<file path="src/rtl/mem_access_unit_if.sv">
`default_nettype none
// ============================================================================
// Module   : mem_access_unit_if
// Brief    : Core request/response and word-memory port bundle for mem_access_unit.
// Revision : 1.0
// ============================================================================
interface mem_access_unit_if #(
  parameter int ADDR_WIDTH = 8,
  parameter int DATA_WIDTH = 32
);
  logic                    i_valid;
  logic                    o_ready;
  logic                    i_we;
  logic [1:0]              i_size;
  logic                    i_unsigned;
  logic [ADDR_WIDTH+1:0]   i_addr;
  logic [DATA_WIDTH-1:0]   i_wdata;
  logic                    o_done;
  logic [DATA_WIDTH-1:0]   o_rdata;
  logic                    o_misaligned;
  logic [ADDR_WIDTH-1:0]   o_mem_address;
  logic                    o_mem_wenable;
  logic [DATA_WIDTH-1:0]   o_mem_wdata;
  logic [DATA_WIDTH-1:0]   i_mem_data;

  modport slave (
    input  i_valid, i_we, i_size, i_unsigned, i_addr, i_wdata, i_mem_data,
    output o_ready, o_done, o_rdata, o_misaligned,
    output o_mem_address, o_mem_wenable, o_mem_wdata
  );

  modport master (
    output i_valid, i_we, i_size, i_unsigned, i_addr, i_wdata, i_mem_data,
    input  o_ready, o_done, o_rdata, o_misaligned,
    input  o_mem_address, o_mem_wenable, o_mem_wdata
  );
endinterface
`default_nettype wire

</file>
<file path="src/rtl/mem_access_unit.sv">
`default_nettype none
// ============================================================================
// Module   : mem_access_unit
// Brief    : Byte/halfword/word load-store initiator with read-modify-write stores.
// Revision : 1.0
// ============================================================================
module mem_access_unit #(
  parameter int ADDR_WIDTH = 8,
  parameter int DATA_WIDTH = 32
) (
  input  logic              clk,
  input  logic              rst_n,
  mem_access_unit_if.slave  bus
);

  localparam logic [1:0] c_SZ_BYTE = 2'b00;
  localparam logic [1:0] c_SZ_HALF = 2'b01;
  localparam logic [1:0] c_SZ_WORD = 2'b10;

  typedef enum logic [1:0] {
    S_IDLE   = 2'd0,
    S_ACCESS = 2'd1,
    S_WRITE  = 2'd2
  } state_t;

  state_t                  r_state, w_state_nxt;
  logic                    r_we, w_we_nxt;
  logic [1:0]              r_size, w_size_nxt;
  logic                    r_unsigned, w_unsigned_nxt;
  logic [1:0]              r_lane, w_lane_nxt;
  logic [15:0]             r_wdata_lo, w_wdata_lo_nxt;
  logic                    r_done, w_done_nxt;
  logic                    r_misaligned, w_misaligned_nxt;
  logic [DATA_WIDTH-1:0]   r_rdata, w_rdata_nxt;
  logic [ADDR_WIDTH-1:0]   r_mem_address, w_mem_address_nxt;
  logic                    r_mem_wenable, w_mem_wenable_nxt;
  // Serves both as the read-modify-write merge register and the write-data output.
  logic [DATA_WIDTH-1:0]   r_wword, w_wword_nxt;

  logic                    w_bad_align;
  logic [DATA_WIDTH-1:0]   w_rd_lanes;
  logic [4:0]              w_shamt;
  logic [DATA_WIDTH-1:0]   w_shifted;
  logic [DATA_WIDTH-1:0]   w_load;
  logic [DATA_WIDTH-1:0]   w_mask;
  logic [DATA_WIDTH-1:0]   w_ins;
  logic [DATA_WIDTH-1:0]   w_merged;

  assign w_bad_align = (bus.i_size == 2'b11)
                     | ((bus.i_size == c_SZ_HALF) & bus.i_addr[0])
                     | ((bus.i_size == c_SZ_WORD) & (bus.i_addr[1:0] != 2'b00));

  // Memory returns lane 0 in the top byte; flip it into lane k at bits [8k+7:8k].
  assign w_rd_lanes = {bus.i_mem_data[7:0],   bus.i_mem_data[15:8],
                       bus.i_mem_data[23:16], bus.i_mem_data[31:24]};

  assign w_shamt   = {r_lane, 3'b000};
  assign w_shifted = w_rd_lanes >> w_shamt;

  always_comb begin
    w_load = w_rd_lanes;
    case (r_size)
      c_SZ_BYTE: w_load = {{24{~r_unsigned & w_shifted[7]}},  w_shifted[7:0]};
      c_SZ_HALF: w_load = {{16{~r_unsigned & w_shifted[15]}}, w_shifted[15:0]};
      default:   w_load = w_rd_lanes;
    endcase
  end

  assign w_mask   = ((r_size == c_SZ_BYTE) ? 32'h0000_00FF : 32'h0000_FFFF) << w_shamt;
  assign w_ins    = {16'h0000, r_wdata_lo} << w_shamt;
  assign w_merged = (w_rd_lanes & ~w_mask) | (w_ins & w_mask);

  always_comb begin
    w_state_nxt       = r_state;
    w_we_nxt          = r_we;
    w_size_nxt        = r_size;
    w_unsigned_nxt    = r_unsigned;
    w_lane_nxt        = r_lane;
    w_wdata_lo_nxt    = r_wdata_lo;
    w_done_nxt        = 1'b0;
    w_misaligned_nxt  = 1'b0;
    w_rdata_nxt       = r_rdata;
    w_mem_address_nxt = r_mem_address;
    w_mem_wenable_nxt = 1'b0;
    w_wword_nxt       = r_wword;

    case (r_state)
      S_IDLE: begin
        if (bus.i_valid) begin
          w_we_nxt       = bus.i_we;
          w_size_nxt     = bus.i_size;
          w_unsigned_nxt = bus.i_unsigned;
          w_lane_nxt     = bus.i_addr[1:0];
          w_wdata_lo_nxt = bus.i_wdata[15:0];
          if (w_bad_align) begin
            w_done_nxt       = 1'b1;
            w_misaligned_nxt = 1'b1;
          end else begin
            w_state_nxt       = S_ACCESS;
            w_mem_address_nxt = bus.i_addr[ADDR_WIDTH+1:2];
            if (bus.i_we && (bus.i_size == c_SZ_WORD)) begin
              w_mem_wenable_nxt = 1'b1;
              w_wword_nxt       = bus.i_wdata;
            end
          end
        end
      end
      S_ACCESS: begin
        if (!r_we) begin
          w_rdata_nxt = w_load;
          w_done_nxt  = 1'b1;
          w_state_nxt = S_IDLE;
        end else if (r_size == c_SZ_WORD) begin
          w_done_nxt  = 1'b1;
          w_state_nxt = S_IDLE;
        end else begin
          w_wword_nxt       = w_merged;
          w_mem_wenable_nxt = 1'b1;
          w_state_nxt       = S_WRITE;
        end
      end
      S_WRITE: begin
        w_done_nxt  = 1'b1;
        w_state_nxt = S_IDLE;
      end
      default: w_state_nxt = S_IDLE;
    endcase
  end

  always_ff @(posedge clk or negedge rst_n) begin
    if (!rst_n) begin
      r_state       <= S_IDLE;
      r_we          <= 1'b0;
      r_size        <= 2'b00;
      r_unsigned    <= 1'b0;
      r_lane        <= 2'b00;
      r_wdata_lo    <= 16'h0000;
      r_done        <= 1'b0;
      r_misaligned  <= 1'b0;
      r_rdata       <= '0;
      r_mem_address <= '0;
      r_mem_wenable <= 1'b0;
      r_wword       <= '0;
    end else begin
      r_state       <= w_state_nxt;
      r_we          <= w_we_nxt;
      r_size        <= w_size_nxt;
      r_unsigned    <= w_unsigned_nxt;
      r_lane        <= w_lane_nxt;
      r_wdata_lo    <= w_wdata_lo_nxt;
      r_done        <= w_done_nxt;
      r_misaligned  <= w_misaligned_nxt;
      r_rdata       <= w_rdata_nxt;
      r_mem_address <= w_mem_address_nxt;
      r_mem_wenable <= w_mem_wenable_nxt;
      r_wword       <= w_wword_nxt;
    end
  end

  assign bus.o_ready       = (r_state == S_IDLE);
  assign bus.o_done        = r_done;
  assign bus.o_misaligned  = r_misaligned;
  assign bus.o_rdata       = r_rdata;
  assign bus.o_mem_address = r_mem_address;
  assign bus.o_mem_wenable = r_mem_wenable;
  assign bus.o_mem_wdata   = r_wword;

endmodule
`default_nettype wire

</file>
<file path="src/flat_wrapper.sv">
// flat-port wrapper written by rule: the top's interface ports become plain ports
module mem_access_unit_flat 
#(
  parameter int ADDR_WIDTH = 8,
  parameter int DATA_WIDTH = 32
)
  (clk, rst_n, bus_i_valid, bus_i_we, bus_i_size, bus_i_unsigned, bus_i_addr, bus_i_wdata, bus_i_mem_data, bus_o_ready, bus_o_done, bus_o_rdata, bus_o_misaligned, bus_o_mem_address, bus_o_mem_wenable, bus_o_mem_wdata);
  mem_access_unit_if #(.ADDR_WIDTH(ADDR_WIDTH), .DATA_WIDTH(DATA_WIDTH)) bus_i ();
  input  logic clk;
  input  logic rst_n;
  input wire logic [$bits(bus_i.i_valid)-1:0] bus_i_valid;
  input wire logic [$bits(bus_i.i_we)-1:0] bus_i_we;
  input wire logic [$bits(bus_i.i_size)-1:0] bus_i_size;
  input wire logic [$bits(bus_i.i_unsigned)-1:0] bus_i_unsigned;
  input wire logic [$bits(bus_i.i_addr)-1:0] bus_i_addr;
  input wire logic [$bits(bus_i.i_wdata)-1:0] bus_i_wdata;
  input wire logic [$bits(bus_i.i_mem_data)-1:0] bus_i_mem_data;
  output wire logic [$bits(bus_i.o_ready)-1:0] bus_o_ready;
  output wire logic [$bits(bus_i.o_done)-1:0] bus_o_done;
  output wire logic [$bits(bus_i.o_rdata)-1:0] bus_o_rdata;
  output wire logic [$bits(bus_i.o_misaligned)-1:0] bus_o_misaligned;
  output wire logic [$bits(bus_i.o_mem_address)-1:0] bus_o_mem_address;
  output wire logic [$bits(bus_i.o_mem_wenable)-1:0] bus_o_mem_wenable;
  output wire logic [$bits(bus_i.o_mem_wdata)-1:0] bus_o_mem_wdata;
  assign bus_i.i_valid = bus_i_valid;
  assign bus_i.i_we = bus_i_we;
  assign bus_i.i_size = bus_i_size;
  assign bus_i.i_unsigned = bus_i_unsigned;
  assign bus_i.i_addr = bus_i_addr;
  assign bus_i.i_wdata = bus_i_wdata;
  assign bus_i.i_mem_data = bus_i_mem_data;
  assign bus_o_ready = bus_i.o_ready;
  assign bus_o_done = bus_i.o_done;
  assign bus_o_rdata = bus_i.o_rdata;
  assign bus_o_misaligned = bus_i.o_misaligned;
  assign bus_o_mem_address = bus_i.o_mem_address;
  assign bus_o_mem_wenable = bus_i.o_mem_wenable;
  assign bus_o_mem_wdata = bus_i.o_mem_wdata;
  mem_access_unit #(.ADDR_WIDTH(ADDR_WIDTH), .DATA_WIDTH(DATA_WIDTH)) u_core (.clk(clk), .rst_n(rst_n), .bus(bus_i));
endmodule
</file>
<file path="config.mk">
export PLATFORM = sky130hd
export DESIGN_NAME = mem_access_unit_flat
export DESIGN_NICKNAME = d
export VERILOG_FILES = /design/src/rtl/mem_access_unit_if.sv /design/src/rtl/mem_access_unit.sv /design/src/flat_wrapper.sv
export SDC_FILE = /design/constraint.sdc
export NUM_CORES = 1
export LEC_CHECK = 0
export CORE_MARGIN = 1
export CORE_UTILIZATION = 41
export CTS_CLUSTER_SIZE = 12
export DETAILED_ROUTE_END_ITERATION = 8
export MAX_ROUTING_LAYER = met4
export PLACE_DENSITY = 0.79
export SYNTH_ARGS = -nofsm -noshare
export SYNTH_HDL_FRONTEND = slang
export SYNTH_SLANG_ARGS = --single-unit
</file>
<file path="constraint.sdc">
create_clock -name clk -period 3.9 [get_ports clk]
set_input_delay 0.78 -clock clk [delete_from_list [all_inputs] [get_ports clk]]
set_output_delay 0.78 -clock clk [all_outputs]
set_load 0.02 [all_outputs]
</file>
[Word level (Yosys, flattened, before mapping)]
Cells that the tools add are included.
Storage, ports and cells
  register bits: 99
  bits of input ports: 81
  output and inout port bits: 76
  word-level logic and storage cells: 75
Operators by class
  equal/unequal tests: 12
  shift-type cells: 3
  muxes and demuxes: 25
  bitwise operators: 13
  reductions and logical operators: 10
Operators by type and width (count)
  32-bit two-way mux: 5
  32-bit case mux with 2 select lines: 2
  32-bit bitwise AND: 2
  32-bit NOT: 1
  32-bit OR: 1
  16-bit by 5-bit << shifter with 32-bit output: 1
  32-bit by 5-bit << shifter with 32-bit output: 1
  32-bit by 5-bit >> shifter with 16-bit output: 1
  16-bit two-way mux: 1
  1-bit two-way mux: 10
  2-bit equality test (second input constant): 4
  2-bit two-way mux: 4
  2-bit by 1-bit equality test with 1-bit output (second input constant): 3
  2-bit != test (second input constant): 3
  2-bit AND reduction: 3
  6-bit AND reduction: 1
  1-bit bitwise AND: 4
  2-bit logical NOT: 2
  2-bit by 1-bit != test with 1-bit output (second input constant): 2
  2-bit case mux with 2 select lines: 1
  2-bit nonzero test: 2
  1-bit NOT: 3
  1-bit case mux with 3 select lines: 1
  3-bit AND reduction: 1
  3 further kinds: 4

[Longest topological paths before layout]
  word-level depth: 9
  mapped depth: 7
  gate-level depth less buffers: 5

[Worst setup path after synthesis]
No wires, ideal clock.
  kind: input -> register
  start point: in bus_i_valid
  end point: reg u_core.r_wword[0], in the netlist u_core.bus.o_mem_wdata[0]
  setup time: 125 ps
  arrival: 2270 ps
  required time: 3775 ps
  slack: 1505 ps
  stages on the path: 6
  buffers on the path: 1
  cell sequence: nor3b_1 -> nand4_1 -> and2_1 -> clkbuf_1 -> inv_2 -> mux2_2
On the way
  longest elaborated chain between the ends: 2
Ends and longest elaborated chain
  start: declaration: line flat_wrapper.sv:11  | input wire logic [$bits(bus_i.i_valid)-1:0] bus_i_valid;
  2-bit != test (no source line)
  6-bit AND reduction (no source line)
  end signal: assignment: line mem_access_unit.sv:156  | r_wword <= w_wword_nxt;
  end: declaration: line mem_access_unit.sv:38  | logic [DATA_WIDTH-1:0] r_wword, w_wword_nxt;
No other way between the ends.
A chain may end at the register's enable or synchronous reset.

[Worst setup path after layout]
  start point: in bus_i_mem_data[7]
  end point: reg u_core.r_rdata[23], in the netlist u_core.bus.o_rdata[23]
On the way
  longest elaborated chain between the ends: 3
  elaborated cells between the ends (all ways): 4
  classes of those cells: shift: 1; mux: 1; bitwise: 2
Ends and longest elaborated chain
  start: declaration: line flat_wrapper.sv:17  | input wire logic [$bits(bus_i.i_mem_data)-1:0] bus_i_mem_data;
  32-bit by 5-bit >> shifter with 16-bit output *: line mem_access_unit.sv:58  | assign w_shifted = w_rd_lanes >> w_shamt;
  1-bit bitwise AND (on tied branches): line mem_access_unit.sv:64, mem_access_unit.sv:63
  32-bit case mux with 2 select lines *: line mem_access_unit.sv:62  | case (r_size)
  end signal: assignment: line mem_access_unit.sv:153  | r_rdata <= w_rdata_nxt;
  end: declaration: line mem_access_unit.sv:34  | logic [DATA_WIDTH-1:0] r_rdata, w_rdata_nxt;
Mark *: on every way between the ends. The rest lies on a longest branch, timed or not.

==> run_results.csv <==
group,metric,value,unit
cts,clk_pin_slew,0.07,ns
timing,period_needed,2.75,ns
cts,post-cts-setup-buffers,0,
grt,grt_max_degree,50,
timing,fin_crit_sh,70.6,%
grt,grt-ovfl-total,0,
timing,skew,0.00531,ns
finish,multiInputGateArea,2380,sq um
synthesis,ys_seq_area_share,48.7,%
synthesis,synth_xor_area_share,0,%
synthesis,synthCells,532,
grt,grt_usage,26.4,%
floorplan,rows,40,
floorplan,start_util,42.2,%
power_and_ir_drop,p_per_area,675,nW/um^2
floorplan,io_pins,157,
timing,relSlewSlack,33.9,%
placement,placed_cell_area,6790,sq um
synthesis,avgSynthCellArea,9.56,sq um
synthesis,synth_warnings,0,
floorplan,die_h,113,microns
drt,route.detailed.drc,0,
timing,maxSlewViolCount,0,
synthesis,synth_mux_area_share,13.8,%
floorplan,dieWidth,113,microns
grt,antenna_found_initial,0,
placement,place_hpwl,12.0,mm
cts,htree_levels,3,
placement,io_buffers,156,
synthesis,synth_nets,613,
finish,diodes,0,
synthesis,synth_compound_area_share,15.2,%
drt,vias,4654,
setup_path,cp_max_fo,16,
power_and_ir_drop,switching_share,37.8,%
drt,drt.antenna.violating_nets,0,
drt,vias_per_cell,5.54,
finish,area_delta_synth_final,39.2,%
synthesis,yosysTopAreaCell,"dfrtp_1",
synthesis,synth-adder-area-share,0,%
timing,tightest_slew,0.988,ns
power_and_ir_drop,fin_total_pwr,4780,uW
timing,max_freq,363,MHz
setup_path,worstPathArrival,3.02,ns
cts,numCtsBuffers,9,
synthesis,synth_area,5080,sq um
power_and_ir_drop,cellLeakagePower,0.00312,uW
power_and_ir_drop,seqPwrFrac,35.5,%
cts,cts_root_buf,"clkbuf_16",
drt,routed_wl,16.2,mm
worst_hold_path,min_path_type,"primary input to asynchronous set/reset pin",
cts,cts_hold_buf,0,
synthesis,yosysTopAreaCellShare,48.7,%
synthesis,synth_ff_type,"dfrtp_1",
grt,grt_pass1_vias,4664,
drt,wl_per_cell,19.2,microns
setup_path,required,4.17,ns
synthesis,synth_simple_gate_area_share,17.4,%
cts,cts_tree,"done",
drt,dr.pass1.iters,5,
timing,fin_setup_tns,0,ns
timing,finalHoldViolCount,0,
grt,grt_pass1_wl,25.2,mm
timing,whs,0.439,ns
setup_path,startpoint_type,"primary input",
synthesis,synth_top_family_by_area,"simple AND/OR/NAND/NOR gates",
cts,cts_buffer_depth,2,
job,maxCapViolCount,0,
power_and_ir_drop,p_int,2970,uW
power_and_ir_drop,irDropWorstVdd,0.301,mV
floorplan,die_area,12900,sq um
power_and_ir_drop,netSwitchingPower,1800,uW
placement,gp_congestion,0.888,
synthesis,yosysUniqueCellTypes,39,
drt,drtIter0Drc,491,
finish,fin_nets,750,
cts,clk_latency,0.34,ns
finish,post-route-cell-area,7080,sq um
run_status,status,"finished clean",
power_and_ir_drop,p_comb_share,45.6,%
timing,setup_viol,0,
synthesis,postSynth.asyncResetShare,100,%
cts,cts_num_sinks,99,
synthesis,synth-seq-cells,99,
synthesis,synth_edf_count,0,
floorplan,core-area,12100,sq um
finish,drive_above_1_share,9.82,%
timing,grt_setup_unrepaired,"no",
power_and_ir_drop,p_clk_share,18.9,%
finish,regArea,2480,sq um
cts,postCtsResizedCells,0,
finish,nFillCells,1066,
synthesis,synthTopCellsByArea,"dfrtp_1, mux2i_1, nand2_1, o21ai_0, mux2_2",
setup_path,cp-end-kind,"register",
setup_path,path_class,"primary input to register",
==> cells in the final DEF, fill, tap and decap left out, types with 9 or more instances in the layout <==
cell type        synthesis  final
nand3_2                 10     10
clkbuf_16                0      9
o21ai_0                 51     51
mux2_2                  22     22
nand2b_1                 9      9
nor2_1                  13     13
clkdlybuf4s50_1          0    155
o22ai_1                  9      9
nand2_1                 88     88
o221ai_1                24     24
buf_4                    0     12
nand3_1                 46     46
dfrtp_1                 99     99
inv_1                   20     20
a21oi_1                 17     17
mux2i_1                 43     43
==> cell type report <==
class	count	share of cell area, %
inverter	21	1.11
clock inverter	4	0.742
clock buffer	10	3.38
sequential	99	35.0
multi-input combinational	371	33.6
timing repair buffer	167	23.2
tap	168	2.97
==> synthesized netlist by cell type, types with 2 or more instances <==
| cell | instances |
|---|---|
| o22ai_1 | 9 |
| a21oi_1 | 17 |
| o21ai_0 | 51 |
| nor2b_1 | 4 |
| clkbuf_1 | 35 |
| mux2i_1 | 43 |
| nor3b_1 | 2 |
| dfrtp_1 | 99 |
| buf_1 | 3 |
| a22oi_1 | 7 |
| inv_1 | 20 |
| nand2b_1 | 9 |
| nand3_1 | 46 |
| nand2_1 | 88 |
| o221ai_1 | 24 |
| mux2_2 | 22 |
| buf_6 | 2 |
| or4_1 | 2 |
| nor3_1 | 2 |
| nor2_1 | 13 |
| nand3_2 | 10 |
| a22o_1 | 7 |
==> per-stage QoR <==
stage / utilization [%] / worst slack [ns] / instances
6_report: 58.7 / 1.15 / 840
5_1_grt: 58.7 / 1.01 / 840
4_1_cts: 58.7 / 1.13 / 840
3_5_place_dp: 56.3 / 0.759 / 826
3_3_place_gp: 56.3 / 0.885 / 826
2_1_floorplan: - / 1.50 / 532
==> power by group through the flow <==
| stage | Clock [uW] | Sequential (uW) | Combinational (uW) |
|---|---|---|---|
| floorplan | 0 | 2070 | 721 |
| global placement | 0 | 1700 | 2130 |
| detailed placement | 0 | 1720 | 2170 |
| CTS | 913 | 1700 | 2180 |
| global route | 947 | 1750 | 2320 |
| finish | 901 | 1700 | 2180 |
==> metal layers <==
layer	track usage (%)	vias to the layer above	share of wire, %
met1	34.9	2251	45
met5	-	-	0
met4	8.25	0	2.1
met2	41.8	213	47
li1	-	2164	-
met3	4.39	26	6.0
==> state kept, by name (all words and copies together) (netlist names) <==
name / count
u_core.bus.o_mem_wenable: 1
u_core.r_we: 1
u_core.bus.o_rdata: 32
u_core.r_wdata_lo: 16
u_core.bus.o_mem_address: 8
u_core.bus.o_done: 1
u_core.r_size: 2
u_core.bus.o_misaligned: 1
u_core.r_unsigned: 1
u_core.r_state: 2
u_core.r_lane: 2
u_core.bus.o_mem_wdata: 32
==> path summary, 6_finish.rpt <==
check                                                  start                                      to  slack, ns  depth (start not counted)
max                                        bus_i_mem_data[7]      u_core.bus.o_rdata[23]$_DFFE_PN0P_       1.15                          5
min in group clk           u_core.bus.o_rdata[4]$_DFFE_PN0P_       u_core.bus.o_rdata[4]$_DFFE_PN0P_       0.49                          2
max in group asynchronous                              rst_n      u_core.bus.o_rdata[20]$_DFFE_PN0P_       2.67                          2
min reg2reg                u_core.bus.o_rdata[4]$_DFFE_PN0P_       u_core.bus.o_rdata[4]$_DFFE_PN0P_       0.49                          2
min                                                    rst_n  u_core.bus.o_mem_wdata[25]$_DFFE_PN0P_       0.44                          1
max reg2reg                     u_core.r_lane[0]$_DFFE_PN0P_  u_core.bus.o_mem_wdata[31]$_DFFE_PN0P_       1.17                          5
==> cells by family (layout without fill, tap and decap cells) <==
kind of cell,count (synthesis),count (layout)
AO/OA/AOI/OAI,122,122
buffers and inverters,62,202
flip-flops,99,99
multiplexers,66,66
AND/OR/NAND/NOR,183,183
==> critical path, cell delays in order <==
cell	delay [ns]
clkdlybuf4s50_1	0.56
mux2i_1	0.17
mux4_2	0.48
or4_1	0.83
nand3_1	0.20
(Power assumes the default switching activity.)
